$ cat src/rtl/lsu_arb_pkg.sv
// lsu_arb_pkg: shared types for the LSU arbiter (FSM state, master index, LSU bus fields)
package lsu_arb_pkg;
  typedef enum logic {IDLE, ACCESS} state_t;
  typedef logic mst_t;
  localparam mst_t M0 = 1'b0;
  localparam mst_t M1 = 1'b1;
  typedef struct packed {
    logic        we;
    logic [2:0]  mode;
    logic [31:0] addr;
    logic [31:0] wdata;
  } lsu_bus_t;
endpackage

$ cat src/rtl/lsu_arb_if.sv
// lsu_arb_if: one requester's req/gnt channel (req, we, mode, addr, wdata, lock -> gnt, rvalid, rdata)
interface lsu_arb_if;
  logic        req;
  logic        we;
  logic [2:0]  mode;
  logic [31:0] addr;
  logic [31:0] wdata;
  logic        lock;
  logic        gnt;
  logic        rvalid;
  logic [31:0] rdata;
  modport master (output req, we, mode, addr, wdata, lock, input gnt, rvalid, rdata);
  modport slave  (input req, we, mode, addr, wdata, lock, output gnt, rvalid, rdata);
endinterface

$ cat src/rtl/lsu_arb_pick.sv
// lsu_arb_pick: combinational 2-way winner select (req[1:0], last_gnt, lock state -> win, vld)
module lsu_arb_pick
  import lsu_arb_pkg::*;
#(
  parameter bit FIXED_PRIO = 1'b0
) (
  input  logic [1:0] req,
  input  mst_t       last_gnt,
  input  logic       lock_vld,
  input  mst_t       lock_owner,
  input  logic       cap_hit,
  output mst_t       win,
  output logic       vld
);
  mst_t arb;
  logic own_req, oth_req;
  assign arb     = (&req) ? (FIXED_PRIO ? M0 : ~last_gnt) : (req[1] ? M1 : M0);
  assign own_req = req[lock_owner];
  assign oth_req = req[~lock_owner];
  // A live lock overrides arbitration until the cap is hit with the other master waiting.
  assign win = (lock_vld && own_req) ? ((cap_hit && oth_req) ? ~lock_owner : lock_owner) : arb;
  assign vld = |req;
endmodule

$ cat src/rtl/lsu_arb.sv
// lsu_arb: two-master req/gnt arbiter onto one LSU port (clk_i, rst_i, m0/m1 channels, lsu_* bus); optional LSU_ARB_LOCK_EN bus locking
module lsu_arb
  import lsu_arb_pkg::*;
#(
  parameter bit          FIXED_PRIO = 1'b0,
  parameter int unsigned MAX_LOCK   = 4
) (
  input  logic        clk_i,
  input  logic        rst_i,
  lsu_arb_if.slave    m0,
  lsu_arb_if.slave    m1,
  output logic        lsu_st_en,
  output logic [2:0]  lsu_datamode,
  output logic [31:0] lsu_addr,
  output logic [31:0] lsu_wdata,
  input  logic [31:0] lsu_rdata
);
  state_t   state;
  mst_t     last_gnt, cur, win, lock_owner;
  lsu_bus_t bus, sel;
  logic     vld, lock_vld, cap_hit;
  logic [1:0] req;
  assign req = {m1.req, m0.req};
  assign sel = win ? lsu_bus_t'({m1.we, m1.mode, m1.addr, m1.wdata})
                   : lsu_bus_t'({m0.we, m0.mode, m0.addr, m0.wdata});
  assign {lsu_st_en, lsu_datamode, lsu_addr, lsu_wdata} = bus;
  lsu_arb_pick #(.FIXED_PRIO(FIXED_PRIO)) u_pick (
    .req(req), .last_gnt(last_gnt), .lock_vld(lock_vld), .lock_owner(lock_owner),
    .cap_hit(cap_hit), .win(win), .vld(vld)
  );
`ifdef LSU_ARB_LOCK_EN
  localparam logic [3:0] MAX_L = 4'(MAX_LOCK);
  logic [3:0] lock_cnt;
  logic [1:0] lock_in;
  assign lock_in = {m1.lock, m0.lock};
  assign cap_hit = lock_cnt >= MAX_L;
  always_ff @(posedge clk_i) begin
    if (rst_i) begin
      lock_vld   <= 1'b0;
      lock_owner <= M0;
      lock_cnt   <= '0;
    end else if (state == IDLE) begin
      if (vld && lock_in[win]) begin
        lock_vld   <= 1'b1;
        lock_owner <= win;
        lock_cnt   <= (lock_vld && lock_owner == win) ? (cap_hit ? lock_cnt : lock_cnt + 4'd1) : 4'd1;
      end else begin
        lock_vld <= 1'b0;
        lock_cnt <= '0;
      end
    end
  end
`else
  logic unused_lock;
  assign unused_lock = m0.lock ^ m1.lock ^ (MAX_LOCK == 0);
  assign lock_vld    = 1'b0;
  assign lock_owner  = M0;
  assign cap_hit     = 1'b0;
`endif
  always_ff @(posedge clk_i) begin
    if (rst_i) begin
      state     <= IDLE;
      bus       <= '0;
      last_gnt  <= M1;
      cur       <= M0;
      m0.gnt    <= 1'b0;
      m1.gnt    <= 1'b0;
      m0.rvalid <= 1'b0;
      m1.rvalid <= 1'b0;
      m0.rdata  <= '0;
      m1.rdata  <= '0;
    end else if (state == IDLE) begin
      m0.rvalid <= 1'b0;
      m1.rvalid <= 1'b0;
      if (vld) begin
        state    <= ACCESS;
        bus      <= sel;
        cur      <= win;
        last_gnt <= win;
        m0.gnt   <= win == M0;
        m1.gnt   <= win == M1;
      end
    end else begin
      state     <= IDLE;
      bus       <= '0;
      m0.gnt    <= 1'b0;
      m1.gnt    <= 1'b0;
      m0.rvalid <= cur == M0;
      m1.rvalid <= cur == M1;
      if (cur == M0) m0.rdata <= bus.we ? 32'h0 : lsu_rdata;
      else m1.rdata <= bus.we ? 32'h0 : lsu_rdata;
    end
  end
endmodule

$ cat src/flat_wrapper.sv
// flat-port wrapper written by rule: the top's interface ports become plain ports
module lsu_arb_flat import lsu_arb_pkg::*;
#(
  parameter bit          FIXED_PRIO = 1'b0,
  parameter int unsigned MAX_LOCK   = 4
)
  (clk_i, rst_i, lsu_st_en, lsu_datamode, lsu_addr, lsu_wdata, lsu_rdata, m0_req, m0_we, m0_mode, m0_addr, m0_wdata, m0_lock, m0_gnt, m0_rvalid, m0_rdata, m1_req, m1_we, m1_mode, m1_addr, m1_wdata, m1_lock, m1_gnt, m1_rvalid, m1_rdata);
  lsu_arb_if m0_i ();
  lsu_arb_if m1_i ();
  input  logic clk_i;
  input  logic rst_i;
  output logic lsu_st_en;
  output logic [2:0] lsu_datamode;
  output logic [31:0] lsu_addr;
  output logic [31:0] lsu_wdata;
  input  logic [31:0] lsu_rdata;
  input wire logic [$bits(m0_i.req)-1:0] m0_req;
  input wire logic [$bits(m0_i.we)-1:0] m0_we;
  input wire logic [$bits(m0_i.mode)-1:0] m0_mode;
  input wire logic [$bits(m0_i.addr)-1:0] m0_addr;
  input wire logic [$bits(m0_i.wdata)-1:0] m0_wdata;
  input wire logic [$bits(m0_i.lock)-1:0] m0_lock;
  output wire logic [$bits(m0_i.gnt)-1:0] m0_gnt;
  output wire logic [$bits(m0_i.rvalid)-1:0] m0_rvalid;
  output wire logic [$bits(m0_i.rdata)-1:0] m0_rdata;
  input wire logic [$bits(m1_i.req)-1:0] m1_req;
  input wire logic [$bits(m1_i.we)-1:0] m1_we;
  input wire logic [$bits(m1_i.mode)-1:0] m1_mode;
  input wire logic [$bits(m1_i.addr)-1:0] m1_addr;
  input wire logic [$bits(m1_i.wdata)-1:0] m1_wdata;
  input wire logic [$bits(m1_i.lock)-1:0] m1_lock;
  output wire logic [$bits(m1_i.gnt)-1:0] m1_gnt;
  output wire logic [$bits(m1_i.rvalid)-1:0] m1_rvalid;
  output wire logic [$bits(m1_i.rdata)-1:0] m1_rdata;
  assign m0_i.req = m0_req;
  assign m0_i.we = m0_we;
  assign m0_i.mode = m0_mode;
  assign m0_i.addr = m0_addr;
  assign m0_i.wdata = m0_wdata;
  assign m0_i.lock = m0_lock;
  assign m0_gnt = m0_i.gnt;
  assign m0_rvalid = m0_i.rvalid;
  assign m0_rdata = m0_i.rdata;
  assign m1_i.req = m1_req;
  assign m1_i.we = m1_we;
  assign m1_i.mode = m1_mode;
  assign m1_i.addr = m1_addr;
  assign m1_i.wdata = m1_wdata;
  assign m1_i.lock = m1_lock;
  assign m1_gnt = m1_i.gnt;
  assign m1_rvalid = m1_i.rvalid;
  assign m1_rdata = m1_i.rdata;
  lsu_arb #(.FIXED_PRIO(FIXED_PRIO), .MAX_LOCK(MAX_LOCK)) u_core (.clk_i(clk_i), .rst_i(rst_i), .m0(m0_i), .m1(m1_i), .lsu_st_en(lsu_st_en), .lsu_datamode(lsu_datamode), .lsu_addr(lsu_addr), .lsu_wdata(lsu_wdata), .lsu_rdata(lsu_rdata));
endmodule
$ cat config.mk
export PLATFORM = sky130hd
export DESIGN_NAME = lsu_arb_flat
export DESIGN_NICKNAME = d
export VERILOG_FILES = /design/src/rtl/lsu_arb_pkg.sv /design/src/rtl/lsu_arb_if.sv /design/src/rtl/lsu_arb_pick.sv /design/src/rtl/lsu_arb.sv /design/src/flat_wrapper.sv
export SDC_FILE = /design/constraint.sdc
export NUM_CORES = 1
export LEC_CHECK = 0
export CELL_PAD_IN_SITES_DETAIL_PLACEMENT = 1
export CELL_PAD_IN_SITES_GLOBAL_PLACEMENT = 2
export CORE_MARGIN = 10
export CORE_UTILIZATION = 30
export CTS_BUF_LIST = sky130_fd_sc_hd__clkbuf_8 sky130_fd_sc_hd__clkbuf_16
export CTS_CLUSTER_SIZE = 30
export DETAILED_ROUTE_END_ITERATION = 16
export DONT_BUFFER_PORTS = 1
export PLACE_DENSITY = 0.77
export SLEW_MARGIN = 20
export SYNTH_ARGS = -nofsm -noshare
export SYNTH_HDL_FRONTEND = slang
export SYNTH_SLANG_ARGS = --single-unit
$ cat constraint.sdc
create_clock -name clk_i -period 1.3 [get_ports clk_i]
set_clock_uncertainty 0.1 [all_clocks]
set_input_delay 0.26 -clock clk_i [delete_from_list [all_inputs] [get_ports clk_i]]
set_output_delay 0.26 -clock clk_i [all_outputs]
set_load 0.02 [all_outputs]
Word level (Yosys, flattened, before mapping)
Cells that the tools add are included.
{ "op_classes": {"muxes": 5, "bitwise_logic": 4, "reduce_logical": 7} }
{ "ops": {"columns": ["operator", "count"], "rows": [
  ["68-bit 2-to-1 mux", 1],
  ["32-bit 2-to-1 mux", 1],
  ["2-bit AND reduction", 4],
  ["2-bit OR reduction", 3],
  ["1-bit inverter", 4],
  ["1-bit 2-to-1 mux", 3]
]} }
{ "totals": {"regBits": 139, "inputBits": 174, "output_inout_bits": 136, "word_cells": 29} }

Longest topological paths before layout
{ "depth": {"ltp_word": 3, "depth_mapped": 6, "depth_no_buf": 3} }

By module
A second synthesis with hierarchy kept.
{ "hier_totals": {"hier_cells": 649, "hier_area_um2": 5617.9} }
{ "by_module_without_submodules": {"columns": ["mod", "n_inst", "cells_each", "area_per_inst_um2", "seq_area_each_um2"], "rows": [
  ["lsu_arb", 1, 644, 5584.1, 2782.7],
  ["lsu_arb_pick", 1, 5, 33.8, 0.0]
]} }

Least setup slack after synthesis
No wires, ideal clock.
{ "synth_timing": {"path_type": "register -> register", "start": "register u_core.last_gnt", "end": "register u_core.bus, in the netlist u_core.lsu_wdata[11]", "arrival_ns": 1.215, "setup_slack_ns": -0.137, "stages_incl_launch_ff": 6, "path_buffers": 2, "synth_period_minus_slack_ns": 1.437, "cell_sequence": "dfxtp_1 > and2b_1 > nor3_2 > buf_4 > buf_4 > a221o_1"} }
{ "synth_via": {"elab_chain_cells": 3} }
{ "synth_rtl": {"columns": ["item", "line_no", "rtl"], "rows": [
  ["from (decl)", "lsu_arb.sv:19", "mst_t last_gnt, cur, win, lock_owner;"],
  ["from (signal assigned)", "lsu_arb.sv:79", "last_gnt <= win;"],
  ["1-bit inverter", "lsu_arb_pick.sv:17", "assign arb = (&req) ? (FIXED_PRIO ? M0 : ~last_gnt) : (req[1] ? M1 : M0);"],
  ["1-bit 2-to-1 mux", "lsu_arb_pick.sv:17", null],
  ["68-bit 2-to-1 mux", "lsu_arb.sv:24", "assign sel = win ? lsu_bus_t'({m1.we, m1.mode, m1.addr, m1.wdata})"],
  ["to (signal assigned)", "lsu_arb.sv:77", "bus <= sel;"],
  ["to (decl)", "lsu_arb.sv:20", "lsu_bus_t bus, sel;"]
]} }
No other way between the ends.
A chain may end at the register's enable or synchronous reset.

Final worst setup path
{ "layout_timing": {"start": "register u_core.last_gnt", "end": "register u_core.bus, in the netlist u_core.lsu_addr[10]"} }
Same word-level chain as after synthesis.

==> flow_summary_export.csv <==
group,metric,value,unit
layout,final_cell_mix,"dlygate4sd3_1 (136), nand2_1 (127), dfxtp_1 (119), a221o_1 (69), and2_1 (67)",
drt,vias_per_cell,5.280,
timing,hold_viol,71,
place,dpl.cell_count,770,
floorplanning,fp-row-count,48,
place,finalWeightedCongestion,0.8123,
place,hpwl,14130,um
drt,drt-pass1-iter-count,4,
global_route,grt_pass1_vias,5468,
timing,max_slew_margin,77.22,%
power_and_ir_drop,irDropWorstVdd,891.3,uV
setup_path,crit_fanout,40,
job,cap_viol_max_count,0,
layout,multi_input_area,0.002379,sq mm
drt,drt_iter0_drc,307,
timing,setup_tns,-9.130,ns
synthesis,synth.yosys.seq_area_share,52.69,%
cts,cts_root_buffer,"clkbuf_16",
drt,wire_per_inst,26.55,um
synthesis,yosys.area.top_type_share,52.69,%
drt,drc,0,
place,portBuffers,0,
synthesis,synth_cells,570,
power_and_ir_drop,power-per-cell-area,1410,mW/mm^2
power_and_ir_drop,internal_power,8.392,mW
layout,fillers,1864,
power_and_ir_drop,sequentialPowerShare,44.1,%
floorplanning,die_w,152.7,um
synthesis,synth_area_leaders,"dfxtp_1 (53%), a221o_1 (13%), nand2_1 (9.2%), and2_1 (8.1%), a21oi_1 (6.1%)",
synthesis,synthDistinctLibCells,22,
hold_path,hold_depth,1,
cts,clk-insertion-delay-late,0.41,ns
cts,numCtsBuffers,17,
global_route,overflow,0,
cts,ctsHoldBuffers,136,
drt,vias,5074,
synthesis,synth_nets,744,
power_and_ir_drop,p_leak,3.088,nW
power_and_ir_drop,clkPwrFrac,44.5,%
synthesis,avgSynthCellArea,9.265,sq um
cts,h-tree-depth,4,
floorplanning,core_area,0.01730,sq mm
timing,drv_slew,0,
drt,ant_nets,0,
synthesis,yosysWarnings,0,
setup_path,cp.required,1.49,ns
timing,fmax,685.2,MHz
layout,layout.cells.non_filler,961,
floorplanning,start_util,30.53,%
global_route,grt_pass1_wl,34930,um
global_route,antenna_found_initial,7,
cts,cts_tree,"built",
timing,min_period,1.459,ns
floorplanning,io_pins,310,
layout,layout-drive-gt1-share,16.21,%
layout,mostFrequentLayoutCell,"dlygate4sd3_1",
setup_path,start_kind,"flip-flop",
synthesis,synth_area,0.005281,sq mm
timing,holdWs,-0.1628,ns
timing,worst_slack,-0.1594,ns
synthesis,yosysTopAreaCell,"dfxtp_1",
timing,setup_viol_count_final,101,
timing,worstMarginPinSlew,0.3413,ns
setup_path,crit_type,"flip-flop to flip-flop",
floorplanning,dieHeight,152.7,um
layout,nets,889,
global_route,grt_use_total,19.00,%
setup_path,arrival,1.65,ns
synthesis,synth-seq-cells,139,
outcome,failed_checks,"hold timing, setup timing",
drt,wl,25520,um
global_route,grt_max_degree,75,
setup_path,end_kind,"flip-flop",
outcome,outcome,"finished, violations left",
place,pre_cts_slack,-0.1627,ns
cts,clock_sinks,139,
layout,area_growth,53.19,%
power_and_ir_drop,power.switching,3.019,mW
layout,regArea,0.002813,sq mm
timing,grt_setup_unrepaired,"true",
setup_path,rr_worst_depth,4,
timing,fin_crit_sh,112.3,%
power_and_ir_drop,pwr-share-comb,11.4,%
cts,cts.path.max_buffers,2,
hold_path,hold_class,"primary input to flip-flop",
floorplanning,die_area,0.02331,sq mm
power_and_ir_drop,switching_share,26.46,%
cts,clk_pin_slew,0.06,ns
power by group through the flow:
stage	clock network, mW	registers (mW)	logic, mW
4_1_cts	5.13	5.02	1.16
3_5_place_dp	0	5.11	0.744
6_report	5.07	5.04	1.30
3_3_place_gp	0	5.10	0.710
5_1_grt	5.36	5.07	1.39
2_1_floorplan	0	5.02	0.544
through the flow:
| step | power, mW | hold WS [ns] | area, sq um | utilization [%] |
|---|---|---|---|---|
| after global routing | 11.83 | -0.1940 | 8085 | 46.74 |
| final | 11.41 | -0.1628 | 8090 | 46.77 |
| after CTS | 11.31 | -0.1892 | 7732 | 44.70 |
| after floorplan | 5.568 | 0.2978 | 5293 | - |
| after detailed placement | 5.850 | 0.2542 | 5635 | 32.58 |
| after global placement | 5.812 | 0.2563 | 5635 | 32.58 |
state kept, by name, indices dropped and copies added (netlist names):
register and count:
u_core.m0.rdata 32, u_core.lsu_datamode 3, u_core.lsu_wdata 32, u_core.lsu_addr 32
u_core.m1.rdata 32, u_core.state 1, u_core.m0.gnt 1, u_core.m1.rvalid 1
u_core.lsu_st_en 1, u_core.last_gnt 1, u_core.m1.gnt 1, u_core.cur 1
u_core.m0.rvalid 1
synth_stat cells:
master,number
buf_2,20
and2_1,68
buf_4,7
clkbuf_1,21
nor3_4,1
nand2b_1,3
nor2b_1,33
a21oi_1,64
dfxtp_1,139
o21bai_1,1
nor2_1,4
a21bo_2,1
nand2_1,130
a2bb2oi_1,1
nor3_1,1
a221o_1,69
nor4_2,1
and2_0,1
and2b_1,1
inv_1,1
nor3_2,1
a211oi_1,2
cell families after synthesis:
kind of cell           count (synthesis)  share of synthesized area, %
AO/OA/AOI/OAI                        138                         19.92
buffers and inverters                 49                         4.454
flip-flops                           139                         52.69
AND/OR/NAND/NOR                      244                         22.93
metal layers:
metal | track usage [%] | wire (um) | vias to the layer above
met5 | 0 | 0 | -
met4 | 7.039 | 580 | 0
met3 | 9.173 | 2509 | 32
met2 | 32.63 | 13030 | 238
met1 | 19.65 | 9400 | 2512
li1 | - | - | 2292
critical path, stage by stage (launching register included):
cell and delay, ns:
dfxtp_2 0.33, and2b_1 0.25, nor3_4 0.07, buf_12 0.17, a221o_1 0.40
worst paths after layout:
kind	start	endpoint	slack, ns
worst max register to register	u_core.last_gnt$_SDFFE_PP1P_	u_core.lsu_addr[10]$_SDFFE_PP0P_	-0.16
worst min register to register	u_core.m1.rdata[16]$_SDFFE_PP0P_	u_core.m1.rdata[16]$_SDFFE_PP0P_	0.37
worst max-delay path	u_core.last_gnt$_SDFFE_PP1P_	u_core.lsu_addr[10]$_SDFFE_PP0P_	-0.16
worst min-delay path	rst_i	u_core.m0.gnt$_SDFFE_PP0P_	-0.16
area by class of cell:
type	count	share of cell area, %
repair buffers	174	24.44
multi-input cells	382	29.40
clock inverters	9	1.345
diodes	8	0.2474
well taps	225	3.480
flip-flops and latches	139	34.77
inverters	1	0.04640
clock buffers	23	6.279
what timing repair did:
action / 4_1_cts / 5_1_grt
pin swaps: 0 / 2
endpoints found under the setup margin: 135 / 151
gates cloned: 3 / 10
endpoints found under the hold margin: 139 / 71
gates resized for setup: 10 / 52
setup buffers: 0 / 2
Power figures use the tool's default switching activity.
